--- config.mk ---
export PLATFORM = sky130hd
export DESIGN_NAME = spi_txn_arbiter
export DESIGN_NICKNAME = d
export VERILOG_FILES = /design/src/rtl/spi_arb_pkg.sv /design/src/rtl/spi_rr_arbiter.sv /design/src/rtl/spi_txn_arbiter.sv
export SDC_FILE = /design/constraint.sdc
export NUM_CORES = 1
export LEC_CHECK = 0
export CORE_ASPECT_RATIO = 0.9
export CORE_MARGIN = 3
export CORE_UTILIZATION = 44
export CTS_BUF_LIST = sky130_fd_sc_hd__clkbuf_4 sky130_fd_sc_hd__clkbuf_8
export CTS_CLUSTER_SIZE = 30
export DETAILED_ROUTE_END_ITERATION = 16
export GPL_TIMING_DRIVEN = 0
export PLACE_DENSITY = 0.78
export SYNTH_ARGS = -nofsm -noshare
export SYNTH_HDL_FRONTEND = slang
export SYNTH_SLANG_ARGS = --single-unit
--- constraint.sdc ---
create_clock -name clk -period 2 [get_ports clk]
set_input_delay 0.4 -clock clk [delete_from_list [all_inputs] [get_ports clk]]
set_output_delay 0.4 -clock clk [all_outputs]
set_load 0.005 [all_outputs]
--- src/rtl/spi_arb_pkg.sv ---
// Shared types and helpers for the spi_master transaction arbiter.
// rr_pick is sized for the largest supported requester count.
package spi_arb_pkg;

  typedef enum logic [2:0] {
    ST_IDLE,
    ST_LAUNCH,
    ST_WAIT_START,
    ST_WAIT_END,
    ST_GAP
  } arb_state_t;

  localparam int NREQ_MAX    = 8;
  localparam int DEF_DW      = 12;
  localparam int DEF_TO_CYC  = 1023;
  localparam int DEF_GAP_CYC = 2;

  // First valid index at or after ptr, wrapping modulo n; returns ptr when none is valid.
  function automatic logic [2:0] rr_pick(input logic [NREQ_MAX-1:0] valid,
                                         input logic [2:0] ptr,
                                         input int n);
    logic       found;
    logic [2:0] idx;
    rr_pick = ptr;
    found   = 1'b0;
    for (int k = 0; k < NREQ_MAX; k++) begin
      idx = 3'((int'(ptr) + k) % n);
      if (k < n && !found && valid[idx]) begin
        found   = 1'b1;
        rr_pick = idx;
      end
    end
  endfunction

endpackage

--- src/rtl/spi_rr_arbiter.sv ---
// Round-robin winner selection with a registered priority pointer.
// The pointer moves just past the winner on every accepted request.
module spi_rr_arbiter
  import spi_arb_pkg::*;
#(
  parameter int NREQ = 4
) (
  input  logic                    clk,
  input  logic                    rst,
  input  logic [NREQ-1:0]         req_valid,
  input  logic                    accept,
  output logic                    any_valid,
  output logic [$clog2(NREQ)-1:0] winner
);

  localparam int IW = $clog2(NREQ);

  logic [IW-1:0] rr_ptr_reg;
  logic [IW-1:0] rr_ptr_next;
  logic [2:0]    pick;

  always_comb begin
    any_valid   = |req_valid;
    pick        = rr_pick(NREQ_MAX'(req_valid), 3'(rr_ptr_reg), NREQ);
    winner      = IW'(pick);
    rr_ptr_next = rr_ptr_reg;
    if (accept) begin
      rr_ptr_next = (winner == IW'(NREQ - 1)) ? '0 : winner + IW'(1);
    end
  end

  always_ff @(posedge clk or negedge rst) begin
    if (!rst) begin
      rr_ptr_reg <= '0;
    end else begin
      rr_ptr_reg <= rr_ptr_next;
    end
  end

endmodule

--- src/rtl/spi_txn_arbiter.sv ---
// Shares one spi_master between NREQ requesters: grants round-robin, launches the
// winner's word, follows cs through the transfer and reports done or timeout.
module spi_txn_arbiter
  import spi_arb_pkg::*;
#(
  parameter int NREQ    = 4,
  parameter int DW      = DEF_DW,
  parameter int TO_CYC  = DEF_TO_CYC,
  parameter int GAP_CYC = DEF_GAP_CYC
) (
  input  logic                    clk,
  input  logic                    rst,
  input  logic [NREQ-1:0]         req_valid,
  input  logic [NREQ*DW-1:0]      req_data,
  output logic [NREQ-1:0]         req_ready,
  output logic [NREQ-1:0]         req_done,
  output logic [NREQ-1:0]         req_err,
  output logic                    spi_newd,
  output logic [DW-1:0]           spi_din,
  input  logic                    spi_cs,
  output logic                    busy,
  output logic [$clog2(NREQ)-1:0] grant_id
);

  localparam int IW   = $clog2(NREQ);
  localparam int CMAX = (TO_CYC > GAP_CYC) ? TO_CYC : GAP_CYC;
  localparam int CW   = $clog2(CMAX + 1);
  localparam logic [CW-1:0] TO_LIM  = CW'(TO_CYC);
  localparam logic [CW-1:0] GAP_LIM = CW'(GAP_CYC - 1);

  arb_state_t      state_reg, state_next;
  logic [CW-1:0]   cnt_reg, cnt_next;
  logic            cs_sync_reg;
  logic [DW-1:0]   din_reg, din_next;
  logic [IW-1:0]   grant_reg, grant_next;
  logic [NREQ-1:0] ready_reg, ready_next;
  logic [NREQ-1:0] done_reg, done_next;
  logic [NREQ-1:0] err_reg, err_next;
  logic            newd_reg, newd_next;
  logic            accept;
  logic            any_valid;
  logic [IW-1:0]   winner;
  logic [DW-1:0]   data_arr [NREQ];

  genvar gi;
  generate
    for (gi = 0; gi < NREQ; gi++) begin : g_slice
      assign data_arr[gi] = req_data[gi*DW +: DW];
    end
  endgenerate

  spi_rr_arbiter #(.NREQ(NREQ)) u_rr (
    .clk       (clk),
    .rst       (rst),
    .req_valid (req_valid),
    .accept    (accept),
    .any_valid (any_valid),
    .winner    (winner)
  );

  // One counter serves both watchdog phases and the gap; it is cleared on each phase entry.
  always_comb begin
    state_next = state_reg;
    cnt_next   = cnt_reg;
    din_next   = din_reg;
    grant_next = grant_reg;
    ready_next = '0;
    done_next  = '0;
    err_next   = '0;
    newd_next  = 1'b0;
    accept     = 1'b0;
    case (state_reg)
      ST_IDLE: begin
        if (any_valid) begin
          accept             = 1'b1;
          ready_next[winner] = 1'b1;
          din_next           = data_arr[winner];
          grant_next         = winner;
          state_next         = ST_LAUNCH;
        end
      end
      ST_LAUNCH: begin
        newd_next  = 1'b1;
        cnt_next   = '0;
        state_next = ST_WAIT_START;
      end
      ST_WAIT_START: begin
        if (!cs_sync_reg) begin
          cnt_next   = '0;
          state_next = ST_WAIT_END;
        end else if (cnt_reg >= TO_LIM) begin
          err_next[grant_reg] = 1'b1;
          cnt_next            = '0;
          state_next          = ST_GAP;
        end else begin
          cnt_next = cnt_reg + CW'(1);
        end
      end
      ST_WAIT_END: begin
        if (cs_sync_reg) begin
          done_next[grant_reg] = 1'b1;
          cnt_next             = '0;
          state_next           = ST_GAP;
        end else if (cnt_reg >= TO_LIM) begin
          err_next[grant_reg] = 1'b1;
          cnt_next            = '0;
          state_next          = ST_GAP;
        end else begin
          cnt_next = cnt_reg + CW'(1);
        end
      end
      ST_GAP: begin
        if (cnt_reg >= GAP_LIM) begin
          cnt_next   = '0;
          state_next = ST_IDLE;
        end else begin
          cnt_next = cnt_reg + CW'(1);
        end
      end
      default: state_next = ST_IDLE;
    endcase
  end

  always_ff @(posedge clk or negedge rst) begin
    if (!rst) begin
      state_reg   <= ST_IDLE;
      cnt_reg     <= '0;
      cs_sync_reg <= 1'b1;
      din_reg     <= '0;
      grant_reg   <= '0;
      ready_reg   <= '0;
      done_reg    <= '0;
      err_reg     <= '0;
      newd_reg    <= 1'b0;
    end else begin
      state_reg   <= state_next;
      cnt_reg     <= cnt_next;
      cs_sync_reg <= spi_cs;
      din_reg     <= din_next;
      grant_reg   <= grant_next;
      ready_reg   <= ready_next;
      done_reg    <= done_next;
      err_reg     <= err_next;
      newd_reg    <= newd_next;
    end
  end

  assign req_ready = ready_reg;
  assign req_done  = done_reg;
  assign req_err   = err_reg;
  assign spi_newd  = newd_reg;
  assign spi_din   = din_reg;
  assign grant_id  = grant_reg;
  assign busy      = (state_reg != ST_IDLE);

endmodule

==> impl_metrics.py <==
metrics = {
    "status": {
        "outcome": "finished clean",
    },
    "layout": {
        "largest_reg_flops": 12,
        "diodes": 0,
        "final_layout_size_suffix_gt1_frac": 0.167,
        "n_fill_cell": 404,
        "area_growth_pct": 52.9,
        "nNetsFinal": 433,
        "final_cell_area_sq_mm": 0.00376,
    },
    "route": {
        "drtIter0Drc": 130,
        "vias": 2484,
        "viasPerCell": 5.66,
        "drcViolationCount": 0,
        "antenna_left": 0,
        "wire_per_inst_um": 16.6,
        "firstDrtPassIters": 4,
        "routed_wl_um": 7280,
    },
    "clock_network": {
        "cts_tree": "yes",
        "htree_levels": 2,
        "clk_pin_slew_ns": 0.09,
        "cts_buffer_depth": 2,
        "cts.sinks": 43,
        "ctsRootBufferMaster": "clkbuf_8",
        "cts_buffers": 5,
        "clock_latency_ns": 0.31,
    },
    "die": {
        "die_area_sq_mm": 0.00653,
        "die_w_um": 84.9,
        "start_util": 0.463,
        "core_sq_mm": 0.00532,
        "pin_count": 83,
        "row_count": 25,
        "die_h_um": 77.0,
    },
    "sta": {
        "setup_viol": 0,
        "fmax_ghz": 0.511,
        "min_period_ns": 1.96,
        "slew_headroom": 0.715,
        "hold_viol": 0,
        "min_period_over_period": 0.979,
        "drv_slew": 0,
        "rsz0062_at_grt": "yes",
        "setup_ws_ns": 0.0412,
        "skew_ns": 0.00539,
        "tightest_slew_ns": 0.425,
    },
    "critical_path": {
        "end_kind": "flip-flop",
        "path_max_fanout": 10,
        "path_cells": "clkdlybuf4s50_1 > inv_1 > a211oi_4 > inv_4 > buf_6 > a2111oi_4 > a211oi_2",
        "path_delay_family": "buffers and inverters",
        "critPathBufInv": 4,
        "critPathRequiredTime_ns": 2.18,
        "path_class": "in2reg",
        "start_kind": "primary input",
        "critPathSlowestCell": "clkdlybuf4s50_1",
        "cpPeakStageDelay_ns": 0.54,
        "crit_arrival_ns": 2.14,
    },
    "logic_synthesis": {
        "async_flop_share": 1.00,
        "yosysWarnings": 0,
        "yosysUniqueCellTypes": 45,
        "synth-seq-cells": 43,
        "yosysSeqAreaShare": 0.438,
        "syn-cell-area_sq_mm": 0.00246,
        "synth_ff_type": "dfrtp_1",
        "postSynthNetCount": 336,
        "postSynthAreaPerCell_sq_um": 8.99,
        "synth_edf_count": 0,
        "synthCells": 274,
    },
    "grt": {
        "grt_max_degree": 39,
        "grt_pass1_wl_um": 11400,
        "grt-busiest-layer": "met2",
        "grt_pass1_vias": 2241,
        "use_met3": 0.0322,
        "grt_antenna_before_repair": 0,
        "use_met1": 0.298,
        "grt_use_met2": 0.354,
        "overflow": 0,
        "track_usage": 0.217,
    },
    "placement": {
        "post-dp-hpwl_um": 5180,
        "dp_slack_ns": -0.693,
        "dpl-instance-area_sq_mm": 0.00338,
        "port_buffers": 82,
        "gp_congestion": 0.887,
    },
    "power_and_ir_drop": {
        "power.leakage_uw": 0.00154,
        "vdd_drop_max_mv": 0.697,
        "pwr_density_cell_mw_per_mm2": 1240,
    },
    "min_path": {
        "hp-class": "in2async",
    },
    "job": {
        "maxCapViolCount": 0,
    },
}
==> through the flow <==
| step | utilization | TNS, ns | cells | power, uW | hold slack [ns] |
|---|---|---|---|---|---|
| global placement | 0.633 | -35.16 | 423 | 3440 | 0.498 |
| floorplan | - | 0 | 274 | 2620 | 0.104 |
| finish | 0.708 | 0 | 439 | 4670 | 0.454 |
| CTS | 0.679 | 0 | 434 | 4390 | 0.455 |
| global route | 0.708 | -0.0405 | 439 | 5000 | 0.467 |
| detailed placement | 0.636 | -10.44 | 424 | 3520 | 0.247 |
==> synthesized netlist by cell type (2+ instances only) <==
library cell,number,area share
a2111oi_2,6,0.037
ha_1,7,0.036
nor2_1,25,0.038
o21a_1,2,0.0061
a211oi_1,24,0.073
o21ai_0,14,0.028
clkbuf_1,6,0.0091
nor3_1,4,0.0081
buf_2,6,0.012
dfrtp_1,42,0.43
nand3_1,5,0.010
and3_1,2,0.0051
and2_1,5,0.013
nand4_1,3,0.0076
a21oi_1,31,0.063
nor2b_1,7,0.018
a2111oi_0,7,0.025
a31oi_1,5,0.013
inv_1,9,0.014
nand2b_1,4,0.010
nand2_1,36,0.055
==> where the power goes <==
part           internal (uW)  leakage, uW  switching [uW]
logic                   1240     0.000935            1390
clock network            372    0.0000581             328
registers               1120     0.000546             213
==> routing by layer <==
| metal | up-vias | wire length, um |
|---|---|---|
| met5 | - | 0 |
| met4 | 0 | 63 |
| met3 | 6 | 362 |
| met2 | 61 | 3680 |
| met1 | 1226 | 3180 |
| li1 | 1191 | - |
==> layout by cell type, fill, tap and decap left out, types with 2 or more instances in the layout <==
| cell type | n |
|---|---|
| clkdlybuf4s50_1 | 77 |
| dfrtp_1 | 40 |
| nand2_1 | 36 |
| a21oi_1 | 31 |
| nor2_1 | 25 |
| a211oi_1 | 22 |
| o21ai_0 | 14 |
| buf_4 | 10 |
| inv_1 | 9 |
| a2111oi_4 | 7 |
| ha_1 | 7 |
| nor2b_1 | 6 |
| a2111oi_2 | 5 |
| nand3_1 | 5 |
| and2_1 | 5 |
| clkbuf_2 | 5 |
| a31oi_1 | 5 |
| clkbuf_8 | 5 |
| buf_2 | 4 |
| nor3_1 | 3 |
| nand2b_1 | 3 |
| nand4_1 | 3 |
| buf_6 | 2 |
| a211oi_2 | 2 |
| and3_1 | 2 |
| dlygate4sd2_1 | 2 |
| dfrtp_2 | 2 |
==> cells by family after synthesis <==
family / after synthesis / share of synthesized area
fa+ha+maj: 8 / 0.0396
compound gates: 97 / 0.279
buf+inv: 25 / 0.0462
flops: 43 / 0.438
xor+xnor: 1 / 0.00356
simple gates: 100 / 0.194
==> cell type report <==
type | instances | area [sq um] | area share
Tap cell | 67 | 83.8 | 0.0223
Sequential cell | 43 | 1080 | 0.287
Timing Repair Buffer | 92 | 898 | 0.239
Multi-Input combinational cell | 206 | 1460 | 0.387
Clock inverter | 3 | 43.8 | 0.0116
Inverter | 10 | 40.0 | 0.0106
Clock buffer | 5 | 68.8 | 0.0183
Buffer | 13 | 95.1 | 0.0253
==> worst paths after layout <==
kind / from / endpoint / slack (ns) / depth (start not counted)
setup / recovery: req_valid[1] / spi_din[4] / 0.04 / 7
hold / removal: rst / spi_din[2] / 0.45 / 2
setup reg to reg: u_rr.rr_ptr_reg[0] / spi_din[4] / 0.10 / 7
hold reg to reg: cnt_reg[9] / cnt_reg[9] / 0.52 / 1
max in group asynchronous: rst / cs_sync_reg / 1.04 / 3
min in group clk: spi_cs / cs_sync_reg / 0.50 / 1
==> timing repair <==
| action | 4_1_cts | 5_1_grt |
|---|---|---|
| setup endpoints to repair | 26 | 22 |
| cloned | 0 | 0 |
| hold buffers | 1 | 0 |
| gates resized for setup | 27 | 31 |
| hold endpoints to repair | 5 | 0 |
| buffers inserted | 2 | 6 |
| pin swaps | 2 | 4 |
(Power assumes the default switching activity.)
==> edit 1 (same flow settings) <==
The output `req_err` loses its register stage (`err_reg` becomes a continuous assignment).
--- a/src/rtl/spi_txn_arbiter.sv
+++ b/src/rtl/spi_txn_arbiter.sv
@@ -130,7 +130,6 @@
       grant_reg   <= '0;
       ready_reg   <= '0;
       done_reg    <= '0;
-      err_reg     <= '0;
       newd_reg    <= 1'b0;
     end else begin
       state_reg   <= state_next;
@@ -140,10 +139,11 @@
       grant_reg   <= grant_next;
       ready_reg   <= ready_next;
       done_reg    <= done_next;
-      err_reg     <= err_next;
       newd_reg    <= newd_next;
     end
   end
+
+  assign err_reg = err_next;
 
   assign req_ready = ready_reg;
   assign req_done  = done_reg;
Function: no difference found for any inputs over 10 cycles, from zero or initial values and one cycle with rst low; that may be too few to reach the edited logic, so the function may still have changed.
==> edit 1 against the unedited design <==
- the flow now finishes with violations (setup timing)
- largest power group unchanged
- sequential cell count decreased by 4
- total power is 17% higher
- register-to-register slack worse by 0.19 ns
- setup slack lost 0.19 ns
- cell area rose by 8.2%
- highest routed layer unchanged
- hold slack worse by 0.24 ns
- area after synthesis decreased by 3.9%
- wire length rose by 26%
==> edit 1: results (changes against the unedited design) <==
Detailed routing
  • Via count: 2719 (+9.5%)
  • Drt first pass iters: 5 (+1)
  • WL met2: 4.32 mm (+18%)
  • Routed met3 length: 695 microns (+92%)
  • Via/cell ratio: 6.12 (+8.2%)
  • Metal1 wirelength: 3.79 mm (+19%)
  • First DRT Iteration DRCs: 151 (+16%)

GRT
  • Via count of the first global-routing pass: 2351 (+4.9%)
  • M1 GR Usage: 32.0% (+2.3 points)
  • Met3 GRT Util: 3.78% (+0.56 points)
  • Largest net degree at the start of global routing: 40 (+2.6%)

Run status
  • Status: finished with violations
  • Failing checks: setup timing

Pwr
  • Int Pwr: 3.12 mW (+14%)
  • Sequential share of power: 23.8% (-4.8 points)
  • Clk pwr share: 14.8% (-0.2 points)
  • LEAKAGE: 1.66 nW (+8.0%)
  • VDD IR max: 0.892 mV (+28%)
  • PnR Total Power: 5.45 mW (+17%)

Place
  • Dpl cells: 412 (-2.8%)
  • Hpwl dp: 4.86 mm (-6.2%)
  • Gp weighted congestion: 0.842 (-5.0%)
  • DP Area: 0.00326 sq mm (-3.5%)
  • DP Worst Slack: -0.743 ns (-0.0498 ns)

STA
  • Final setup violation count: 17 (+17)
  • Final Skew: 0.00322 ns (-0.00217 ns)
  • Slew margin rel.: 40.4% (-31 points)
  • Worst setup margin: -0.146 ns (-0.188 ns)
  • Hold Slack: 0.219 ns (-0.235 ns)
  • Fin Setup TNS: -1.06 ns (-1.06 ns)

Logic synthesis
  • Syn nets: 327 (-2.7%)
  • Area contributors post-synth: dfrtp_1 (40%), a211oi_1 (7.6%), a21oi_1 (5.3%)
  • Synth Instances: 265 (-3.3%)
  • Complex-gate fraction of the synthesized area: 26.9% (-1.1 points)
  • Synth cell count leaders: dfrtp_1 (38), nand2_1 (28), a21oi_1 (25), a211oi_1 (24), nor2_1 (24)
  • Register area share after synthesis: 41.3% (-2.4 points)
  • Synth Area in XOR/XNOR: 1.11% (+0.75 points)

Worst setup path
  • Critical Path Fanout Max: 5 (-5)
  • Worst Setup EP: req_err[0]
  • RR Endpoint: req_ready[0]$_DFF_PN0_
  • Source of the critical timing path: cnt_reg[1]$_DFFE_PN0P_
  • Slowest CP cell: dfrtp_1
  • Reg2reg start: u_rr.rr_ptr_reg[1]$_DFFE_PN0P_

Finish
  • Layout cells sized above 1: 29.8% (+13 points)
edit 1: cell types whose count changed after synthesis, sizes merged, moves of 5 or more:
| cell | delta |
|---|---|
| nor4 | +5 |
| a21o | +6 |
| a21oi | -7 |
| nand2 | -8 |
edit 1: final cells by class:
class / count / area (sq um)
Fill cell: 262 / 941
Buffer: 15 / 145
Timing Repair Buffer: 107 / 1020
Timing Repair inverter: 1 / 7.51
Clock buffer: 5 / 68.8
Tap cell: 65 / 81.3
Inverter: 11 / 46.3
Clock inverter: 3 / 67.6
Sequential cell: 39 / 980
Multi-Input combinational cell: 198 / 1660
edit 1: what timing repair did:
action                                  in CTS  in global routing
hold buffers                                 0                  0
resized for setup                           67                 70
setup buffers                               10                 13
endpoints found under the setup margin      30                 28
pin swaps                                    9                 15
cloned                                       0                  3
edit 1: worst max-delay path, delay by kind of cell, from the launching register on:
family | cells | cell delay, ns
adder cells (fa/ha/maj) | 1 | 0.18
AND/OR/NAND/NOR | 4 | 0.54
buffers and inverters | 2 | 0.27
flip-flops | 1 | 0.44
==> edit 2 (same settings) <==
Without the edit above. Set the package constant `DEF_DW` to 8 (it was 12).
--- a/src/rtl/spi_arb_pkg.sv
+++ b/src/rtl/spi_arb_pkg.sv
@@ -11,7 +11,7 @@
   } arb_state_t;
 
   localparam int NREQ_MAX    = 8;
-  localparam int DEF_DW      = 12;
+  localparam int DEF_DW      = 8;
   localparam int DEF_TO_CYC  = 1023;
   localparam int DEF_GAP_CYC = 2;
 
Ports: changed (resized req_data and spi_din); port bits go from 83 to 63. The function was not compared with the original's and may differ.
==> edit 2 against the unedited design <==
- hold slack got worse by 0.25 ns
- critical endpoint is now cnt_reg[6]$_DFFE_PN0P_
- sequential cell count fell by 4
- area after synthesis fell by 14%
- highest routed layer unchanged
- setup slack improved by 0.094 ns
- wire length fell by 31%
- fmax rose by 5.1%
- core utilization fell by 4.6 points
- critical path type is now reg2reg
- cell area fell by 20%
- via count fell by 25%
- total power fell by 24%
- first-iteration DRC count fell by 15%
==> edit 2: results (changes against the unedited design) <==
Worst setup path
  • Worst-case reg-to-reg path depth: 8 (+1)
  • Critical path arrival: 2.09 ns (-0.05 ns)
  • Reg2reg start: cnt_reg[0]$_DFFE_PN0P_
  • Reg2Reg Setup Slack: 0.14 ns (+0.04 ns)
  • Source of the critical timing path: cnt_reg[0]$_DFFE_PN0P_
  • Critical Path Fanout Max: 7 (-3)
  • RR Endpoint: cnt_reg[6]$_DFFE_PN0P_

Clock tree
  • H-tree levels: 2 (unchanged)
  • Worst skew pair latency: 0.29 ns (-0.02 ns)
  • Post-CTS sizing: 7 (-74%)
  • CTS buffer count: 5 (unchanged)
  • Clk sink count: 39 (-9.3%)
  • Postcts setup bufs: 2 (unchanged)
  • CTS Buffer Depth: 2 (unchanged)
  • Hold_buf cts: 0 (-1)

STA
  • Final Skew: 0.00749 ns (+0.00210 ns)
  • Slew margin rel.: 44.9% (-27 points)
  • Crit path time final: 1.86 ns (-0.0942 ns)
  • Hold Slack: 0.206 ns (-0.247 ns)

Place
  • DP Worst Slack: -0.434 ns (+0.259 ns)
  • Gp weighted congestion: 0.883 (-0.41%)
  • DP Area: 0.00282 sq mm (-17%)
  • # port buffers: 62 (-24%)
  • Hpwl dp: 3.82 mm (-26%)
  • Dpl cells: 335 (-21%)

Detailed routing
  • First DRT Iteration DRCs: 110 (-15%)
  • Via count: 1866 (-25%)
  • Drt first pass iters: 4 (unchanged)

Finish
  • Buffer share of cell area: 23.5% (-2.9 points)
  • Layout clock area frac: 3.91% (+0.92 points)
  • Layout cells sized above 1: 13.3% (-3.3 points)
  • Final net count: 330 (-24%)
  • Multi-In Gates: 157 (-24%)
  • Signal buffers: 74 (-30%)
  • Fillers: 397 (-1.7%)
  • Finished Layout Cells: 347 (-21%)
  • Inverter count: 7 (-3)
  • Seq/total area: 32.6% (+3.9 points)
  • Max FFs per register: 10 (-2)
  • P&R area growth vs syn: 41.3%
  • Multi-input gate area: 0.00110 sq mm (-24%)
  • Count of clock buffers in the final design: 6 (+1)

Logic synthesis
  • Area contributors post-synth: dfrtp_1 (45%), mux2i_1 (7.1%), nand2_1 (4.8%)
  • Synthesis Warnings: 0 (unchanged)
  • Synth cell types: 47 (+4.4%)
  • Post-synth EDFFs: 0 (unchanged)
  • Synth cell count leaders: dfrtp_1 (38), nand2_1 (27), mux2i_1 (15), nor2_1 (15), and2_1 (9)
  • Register area share after synthesis: 45.9% (+2.1 points)

GRT
  • First-pass GRT wire length: 8.37 mm (-26%)
  • Via count of the first global-routing pass: 1734 (-23%)
  • GR Util All Layers: 18.7% (-3.0 points)
  • Largest net degree at the start of global routing: 40 (+2.6%)

Run status
  • Status: complete, no violations

Pwr
  • LEAKAGE: 1.39 nW (-9.5%)

Die
  • # rows: 23 (-8.0%)
==> edit 2: cell types whose count changed after synthesis, moves of 9 or more <==
cell      delta
nor2_1      -10
nand2_1      -9
mux2i_1     +15
a211oi_1    -23
a21oi_1     -28
==> edit 2: where the power goes <==
part / internal, mW / leakage, nW / switching (mW)
registers: 0.995 / 0.510 / 0.154
clock network: 0.404 / 0.0612 / 0.269
logic: 0.861 / 0.822 / 0.879
total: 2.26 / 1.39 / 1.30
==> edit 2: metal layers <==
metal / part of all wire [%] / track usage [%] / wire, microns
met5: 0 / 0 / 0
met4: 1.9 / 7.82 / 95
met3: 4.9 / 3.97 / 246
met2: 48 / 29.4 / 2430
met1: 45 / 25.1 / 2280
==> edit 2: cells by family (layout without fill, tap and decap cells) <==
group	count (synthesis)	in the layout	synth area share (%)
simple gates	90	90	21.9
compound gates	39	39	14.6
mux	16	16	7.58
xor+xnor	4	4	1.64
fa+ha+maj	8	8	4.58
buf+inv	15	89	3.76
flops	39	39	45.9
==> edit 2: worst min-delay path by stage <==
stage	depth (start not counted)	start	end
after CTS	1	rst	cnt_reg[5]$_DFFE_PN0P_
after global placement	2	spi_din[7]$_DFFE_PN0P_	spi_din[7]$_DFFE_PN0P_
after detailed placement	2	spi_din[0]$_DFFE_PN0P_	spi_din[0]$_DFFE_PN0P_
final	1	rst	cnt_reg[1]$_DFFE_PN0P_
after floorplan	0	rst	cnt_reg[0]$_DFFE_PN0P_
after global routing	1	rst	cnt_reg[9]$_DFFE_PN0P_
==> edit 2: critical path: stages, from the launching register on <==
cell and delay (ns):
dfrtp_1 0.41, inv_1 0.10, ha_1 0.15, nor3b_2 0.19
nand4_1 0.18, and2_1 0.23, buf_6 0.13, or3_1 0.35
o211ai_2 0.06
